$ cat src/rtl/div_share_arbiter_if.sv
// Bundle of requester-side and divider-side signals around the shared divider
// arbiter.
//   slave  : the arbiter. It takes req/x/y and divider responses, and drives the
//            acks, results and divider commands.
//   master : the environment, meaning the requesters plus the divider unit.
// Requester side : req0/req1, x0/y0/x1/y1 -> ack0/ack1, q_out, r_out, err_out,
//                  tmo_out, busy
// Divider side   : div_go, div_x, div_y -> div_done, div_err, div_q, div_r
interface div_share_arbiter_if #(
    parameter int unsigned WIDTH = 4
);
    logic             req0;
    logic             req1;
    logic [WIDTH-1:0] x0;
    logic [WIDTH-1:0] y0;
    logic [WIDTH-1:0] x1;
    logic [WIDTH-1:0] y1;
    logic             ack0;
    logic             ack1;
    logic [WIDTH-1:0] q_out;
    logic [WIDTH-1:0] r_out;
    logic             err_out;
    logic             tmo_out;
    logic             busy;
    logic             div_go;
    logic [WIDTH-1:0] div_x;
    logic [WIDTH-1:0] div_y;
    logic             div_done;
    logic             div_err;
    logic [WIDTH-1:0] div_q;
    logic [WIDTH-1:0] div_r;

    modport slave (
        input  req0, req1, x0, y0, x1, y1, div_done, div_err, div_q, div_r,
        output ack0, ack1, q_out, r_out, err_out, tmo_out, busy, div_go, div_x, div_y
    );

    modport master (
        output req0, req1, x0, y0, x1, y1, div_done, div_err, div_q, div_r,
        input  ack0, ack1, q_out, r_out, err_out, tmo_out, busy, div_go, div_x, div_y
    );
endinterface

$ cat src/rtl/div_share_arbiter.sv
// Round-robin arbiter that shares one sequential divider between two requesters.
// It latches the winner's operands, pulses div_go, and waits for div_done. A
// watchdog bounds that wait. The result is then returned with a one-cycle ack.
// Ports:
//   CLK : rising-edge clock
//   rst : asynchronous active-high reset
//   bus : div_share_arbiter_if.slave carrying the requester and divider signals
// Every output is registered. The q/r/err/tmo results hold from one RESP to the
// next.
module div_share_arbiter #(
    parameter int unsigned WIDTH   = 4,
    parameter int unsigned TIMEOUT = 31  // 1..255
) (
    input logic                CLK,
    input logic                rst,
    div_share_arbiter_if.slave bus
);

    typedef enum logic [1:0] {StIdle, StIssue, StWait, StResp} state_t;

    localparam logic [7:0] WdLast = 8'(TIMEOUT - 1);

    state_t           state;
    logic             gnt;
    logic             last;
    logic [7:0]       wd;
    logic             winner;

    logic             ack0_q;
    logic             ack1_q;
    logic [WIDTH-1:0] q_q;
    logic [WIDTH-1:0] r_q;
    logic             err_q;
    logic             tmo_q;
    logic             busy_q;
    logic             go_q;
    logic [WIDTH-1:0] x_q;
    logic [WIDTH-1:0] y_q;

    // On a tie the requester that was not served last wins. A lone request
    // always wins.
    always_comb begin
        winner = bus.req1;
        if (bus.req0 && bus.req1) begin
            winner = ~last;
        end
    end

    always_ff @(posedge CLK or posedge rst) begin
        if (rst) begin
            state  <= StIdle;
            gnt    <= 1'b0;
            last   <= 1'b1;
            wd     <= 8'd0;
            ack0_q <= 1'b0;
            ack1_q <= 1'b0;
            q_q    <= '0;
            r_q    <= '0;
            err_q  <= 1'b0;
            tmo_q  <= 1'b0;
            busy_q <= 1'b0;
            go_q   <= 1'b0;
            x_q    <= '0;
            y_q    <= '0;
        end else begin
            unique case (state)
                StIdle: begin
                    if (bus.req0 || bus.req1) begin
                        gnt    <= winner;
                        x_q    <= winner ? bus.x1 : bus.x0;
                        y_q    <= winner ? bus.y1 : bus.y0;
                        go_q   <= 1'b1;
                        busy_q <= 1'b1;
                        state  <= StIssue;
                    end
                end
                StIssue: begin
                    go_q  <= 1'b0;
                    wd    <= 8'd0;
                    state <= StWait;
                end
                StWait: begin
                    wd <= wd + 8'd1;
                    // Done takes priority over the watchdog firing on the same edge.
                    if (bus.div_done) begin
                        q_q    <= bus.div_q;
                        r_q    <= bus.div_r;
                        err_q  <= bus.div_err;
                        tmo_q  <= 1'b0;
                        ack0_q <= ~gnt;
                        ack1_q <= gnt;
                        state  <= StResp;
                    end else if (wd == WdLast) begin
                        q_q    <= '0;
                        r_q    <= '0;
                        err_q  <= 1'b1;
                        tmo_q  <= 1'b1;
                        ack0_q <= ~gnt;
                        ack1_q <= gnt;
                        state  <= StResp;
                    end
                end
                StResp: begin
                    ack0_q <= 1'b0;
                    ack1_q <= 1'b0;
                    last   <= gnt;
                    busy_q <= 1'b0;
                    state  <= StIdle;
                end
                default: state <= StIdle;
            endcase
        end
    end

    assign bus.ack0    = ack0_q;
    assign bus.ack1    = ack1_q;
    assign bus.q_out   = q_q;
    assign bus.r_out   = r_q;
    assign bus.err_out = err_q;
    assign bus.tmo_out = tmo_q;
    assign bus.busy    = busy_q;
    assign bus.div_go  = go_q;
    assign bus.div_x   = x_q;
    assign bus.div_y   = y_q;

endmodule

$ cat src/flat_wrapper.sv
// flat-port wrapper written by rule: the top's interface ports become plain ports
module div_share_arbiter_flat 
#(
    parameter int unsigned WIDTH   = 4,
    parameter int unsigned TIMEOUT = 31           
)
  (CLK, rst, bus_req0, bus_req1, bus_x0, bus_y0, bus_x1, bus_y1, bus_div_done, bus_div_err, bus_div_q, bus_div_r, bus_ack0, bus_ack1, bus_q_out, bus_r_out, bus_err_out, bus_tmo_out, bus_busy, bus_div_go, bus_div_x, bus_div_y);
  div_share_arbiter_if #(.WIDTH(WIDTH)) bus_i ();
  input logic CLK;
  input logic rst;
  input wire logic [$bits(bus_i.req0)-1:0] bus_req0;
  input wire logic [$bits(bus_i.req1)-1:0] bus_req1;
  input wire logic [$bits(bus_i.x0)-1:0] bus_x0;
  input wire logic [$bits(bus_i.y0)-1:0] bus_y0;
  input wire logic [$bits(bus_i.x1)-1:0] bus_x1;
  input wire logic [$bits(bus_i.y1)-1:0] bus_y1;
  input wire logic [$bits(bus_i.div_done)-1:0] bus_div_done;
  input wire logic [$bits(bus_i.div_err)-1:0] bus_div_err;
  input wire logic [$bits(bus_i.div_q)-1:0] bus_div_q;
  input wire logic [$bits(bus_i.div_r)-1:0] bus_div_r;
  output wire logic [$bits(bus_i.ack0)-1:0] bus_ack0;
  output wire logic [$bits(bus_i.ack1)-1:0] bus_ack1;
  output wire logic [$bits(bus_i.q_out)-1:0] bus_q_out;
  output wire logic [$bits(bus_i.r_out)-1:0] bus_r_out;
  output wire logic [$bits(bus_i.err_out)-1:0] bus_err_out;
  output wire logic [$bits(bus_i.tmo_out)-1:0] bus_tmo_out;
  output wire logic [$bits(bus_i.busy)-1:0] bus_busy;
  output wire logic [$bits(bus_i.div_go)-1:0] bus_div_go;
  output wire logic [$bits(bus_i.div_x)-1:0] bus_div_x;
  output wire logic [$bits(bus_i.div_y)-1:0] bus_div_y;
  assign bus_i.req0 = bus_req0;
  assign bus_i.req1 = bus_req1;
  assign bus_i.x0 = bus_x0;
  assign bus_i.y0 = bus_y0;
  assign bus_i.x1 = bus_x1;
  assign bus_i.y1 = bus_y1;
  assign bus_i.div_done = bus_div_done;
  assign bus_i.div_err = bus_div_err;
  assign bus_i.div_q = bus_div_q;
  assign bus_i.div_r = bus_div_r;
  assign bus_ack0 = bus_i.ack0;
  assign bus_ack1 = bus_i.ack1;
  assign bus_q_out = bus_i.q_out;
  assign bus_r_out = bus_i.r_out;
  assign bus_err_out = bus_i.err_out;
  assign bus_tmo_out = bus_i.tmo_out;
  assign bus_busy = bus_i.busy;
  assign bus_div_go = bus_i.div_go;
  assign bus_div_x = bus_i.div_x;
  assign bus_div_y = bus_i.div_y;
  div_share_arbiter #(.WIDTH(WIDTH), .TIMEOUT(TIMEOUT)) u_core (.CLK(CLK), .rst(rst), .bus(bus_i));
endmodule
$ cat config.mk
export PLATFORM = sky130hd
export DESIGN_NAME = div_share_arbiter_flat
export DESIGN_NICKNAME = d
export VERILOG_FILES = /design/src/rtl/div_share_arbiter_if.sv /design/src/rtl/div_share_arbiter.sv /design/src/flat_wrapper.sv
export SDC_FILE = /design/constraint.sdc
export NUM_CORES = 1
export LEC_CHECK = 0
export CAP_MARGIN = 20
export CORE_MARGIN = 4
export CORE_UTILIZATION = 23
export CTS_CLUSTER_DIAMETER = 80
export DETAILED_ROUTE_END_ITERATION = 8
export PLACE_DENSITY = 0.54
export SYNTH_ARGS = -nofsm -noshare
export SYNTH_HDL_FRONTEND = slang
export SYNTH_SLANG_ARGS = --single-unit
$ cat constraint.sdc
create_clock -name CLK -period 2.5 [get_ports CLK]
set_clock_uncertainty 0.2 [all_clocks]
set_input_delay 0.5 -clock CLK [delete_from_list [all_inputs] [get_ports CLK]]
set_output_delay 0.5 -clock CLK [all_outputs]
set_load 0.01 [all_outputs]
==> out/results.txt <==
Status -> finished clean
Sw Pwr -> 901 uW
Area occupied by multi-input gates -> 748 sq um
Yosys reg bits -> 34
Ys Warns -> 0
Mapped Cells -> 153
Post-CTS sizing -> 0
Synth Area in XOR/XNOR -> 0%
DR DRC count -> 0
Unrepaired setup endpoints after global routing -> false
Setup slack, reg-to-reg -> 270 ps
Final Core Density -> 35.5%
Syn_nets -> 190
Gr ovfl total -> 0
Setup crit start kind -> register
Flop pwr share -> 33.5%
FFs w/ async S/R, synth -> 100%
Final WL -> 3940 microns
TritonCTS buffer count -> 5
Worst R2R End -> u_core.bus.ack1
EDFF count, synth -> 0
DP HPWL -> 2940 microns
Crit path kind -> register to register
Synth top area share -> 49.5%
Syn Area/Cell -> 10.9 sq um
Ant. Diodes -> 0
Commonest cells post-synth -> dfrtp_1, nand2_1, o21ai_0
Synth Area in Compound Gates -> 19.2%
Core ar. -> 6910 sq um
Register area share after synthesis -> 51.0%
Int Pwr -> 1.78 mW
Worst Path Max Fanout -> 11
Distinct cells, synth -> 42
Sw frac -> 33.5%
Placed cells -> 300
Non-filler instance count after layout -> 308
Setup_tns -> 0 ps
Global-route wire length before repair -> 6600 microns
Clock Pin Slew Worst Setup and Hold Paths -> 80 ps
P&R area growth vs syn -> 47.1%
Clock Tree Buf Depth -> 2
Most used DFF post-synth -> dfrtp_1
Logic gate share of total power -> 43.7%
Worst Tran Pin Value -> 836 ps
Hold wc startpoint -> u_core.bus.div_x[0]
Initial Util -> 24.2%
Initial antenna violation count -> 0
Lkg Pwr -> 1.08 nW
Max VDD drop -> 0.356 mV
Worst flop-to-flop path startpoint -> u_core.state[0]
Initial DRT Pass Iterations -> 4
Synth top area cells -> dfrtp_1, mux2i_1, ha_1
Hold-fix buffers, CTS -> 0
Most frequent cell after synthesis -> dfrtp_1
Slew HR -> 44.3%
Die W -> 93.2 microns
P per Cell Area -> 1090 nW/um^2
Endpoints failing setup -> 0
CTS H-tree depth -> 2
Setup bufs post-CTS -> 0
Post-synth top area cell -> dfrtp_1
CTS tree -> built
Gpl congestion -> 0.763
Worst Hold Depth -> 2
I/O Buffers -> 51
Fill cells -> 719
Post-Synth Simple-Gate Area -> 13.7%
Adder-Cell Fraction of Synth Area -> 5.25%
Worst Hold Slack -> 280 ps
Total power draw -> 2.69 mW
Arr. time, crit path -> 2160 ps
Final Cell Area -> 2450 sq um
Post-DR vias/cell -> 4.36
Later-pin clock latency in the skew report -> 290 ps
Rows -> 30
CTS root buf -> clkbuf_8
Worst Setup End Kind -> register
# nets final -> 248
Post-Syn Area -> 1670 sq um
Register area -> 852 sq um
DR WL/cell -> 12.8 microns
Max cap viols -> 0
Total GRT Usage -> 9.57%
Placed Area -> 2320 sq um
Period utilization -> 89.3%
Post-synthesis mux area share -> 6.67%
Endpoints failing hold -> 0
Minimum clock period -> 2230 ps
R2R depth -> 5
Io pins -> 52
Die area -> 8680 sq um
Vias -> 1,344
Initial DRC count -> 20
Worst Path Required -> 2430 ps
Clk sinks -> 34
Post-route ant nets -> 0
Hold Path End -> u_core.bus.div_x[0]
Final Max Slew Viols -> 0
Largest family of logic cells by synthesized area -> compound AO/OA/AOI/OAI gates
Layout cells sized above 1 -> 12.3%
Die height -> 93.2 microns
Hold Crit Class -> register to register
Clock Power Share -> 22.9%
Pin count of the biggest net entering global routing -> 35
Number of global-route vias before repair -> 1,400
Place WS -> 57.9 ps
Max Fclk -> 0.448 GHz
Final worst slack -> 266 ps
==> layout make-up <==
| type | instances | share of cell area (%) |
|---|---|---|
| tap | 96 | 4.89 |
| timing repair buffer | 57 | 22.6 |
| multi-input combinational | 102 | 30.5 |
| clock buffer | 5 | 2.80 |
| inverter | 11 | 1.68 |
| clock inverter | 3 | 2.80 |
| sequential | 34 | 34.7 |
==> state kept, by name, summed over array words and instances, names as in the netlist, 2 cells and up <==
register and flops:
u_core.wd 8, u_core.bus.div_x 4, u_core.bus.div_y 4, u_core.bus.q_out 4
u_core.bus.r_out 4, u_core.state 2
==> placed cells by master, fill, tap and decap left out, drive strengths merged, types with 2 or more instances in the layout <==
master and instances:
clkdlybuf4s50 51, dfrtp 33, nand2 16, o21ai 13, inv 11, mux2i 10
a22o 9, ha 7, buf 6, nand3 6, clkbuf 5, o2111ai 3
nor2 3, o2bb2ai 3, a21boi 3, a21oi 2, a22oi 2, a211oi 2
nor2b 2, a31oi 2, bufinv 2, o311ai 2
==> critical path, stage by stage, from the launching register on <==
cell	delay, ps
dfrtp_1	390
inv_1	110
ha_1	270
and4_2	220
a21oi_1	670
o311ai_0	210
==> cell families after synthesis <==
group           after synthesis
compound gates               44
fa+ha+maj                     7
buf+inv                      17
flops                        34
mux                          11
simple gates                 40
==> per-layer routing <==
| layer | up-vias | part of all wire [%] | GRT usage [%] |
|---|---|---|---|
| li1 | 674 | - | - |
| met1 | 628 | 45 | 12.3 |
| met2 | 34 | 46 | 14.9 |
| met3 | 8 | 7.1 | 3.62 |
| met4 | 0 | 1.3 | 2.93 |
| met5 | - | 0 | 0 |
==> worst max-delay path by stage <==
| stage | from | endpoint | slack [ps] |
|---|---|---|---|
| floorplan | u_core.state[0] | u_core.wd[7] | 640 |
| global placement | bus_div_done | u_core.bus.ack1 | 120 |
| detailed placement | bus_div_done | u_core.bus.ack1 | 60 |
| CTS | u_core.state[0] | u_core.bus.ack1 | 200 |
| global route | u_core.state[0] | u_core.bus.ack1 | 40 |
| finish | u_core.state[0] | u_core.bus.ack1 | 270 |
==> power groups by stage <==
stage               registers [mW]  clock network, mW  logic, mW
global placement             0.906                  0       1.18
CTS                          0.899              0.630       1.20
detailed placement           0.903                  0       1.19
finish                       0.899              0.614       1.17
floorplan                    0.961                  0      0.575
global route                 0.931              0.656       1.31
Power figures use the tool's default switching activity.
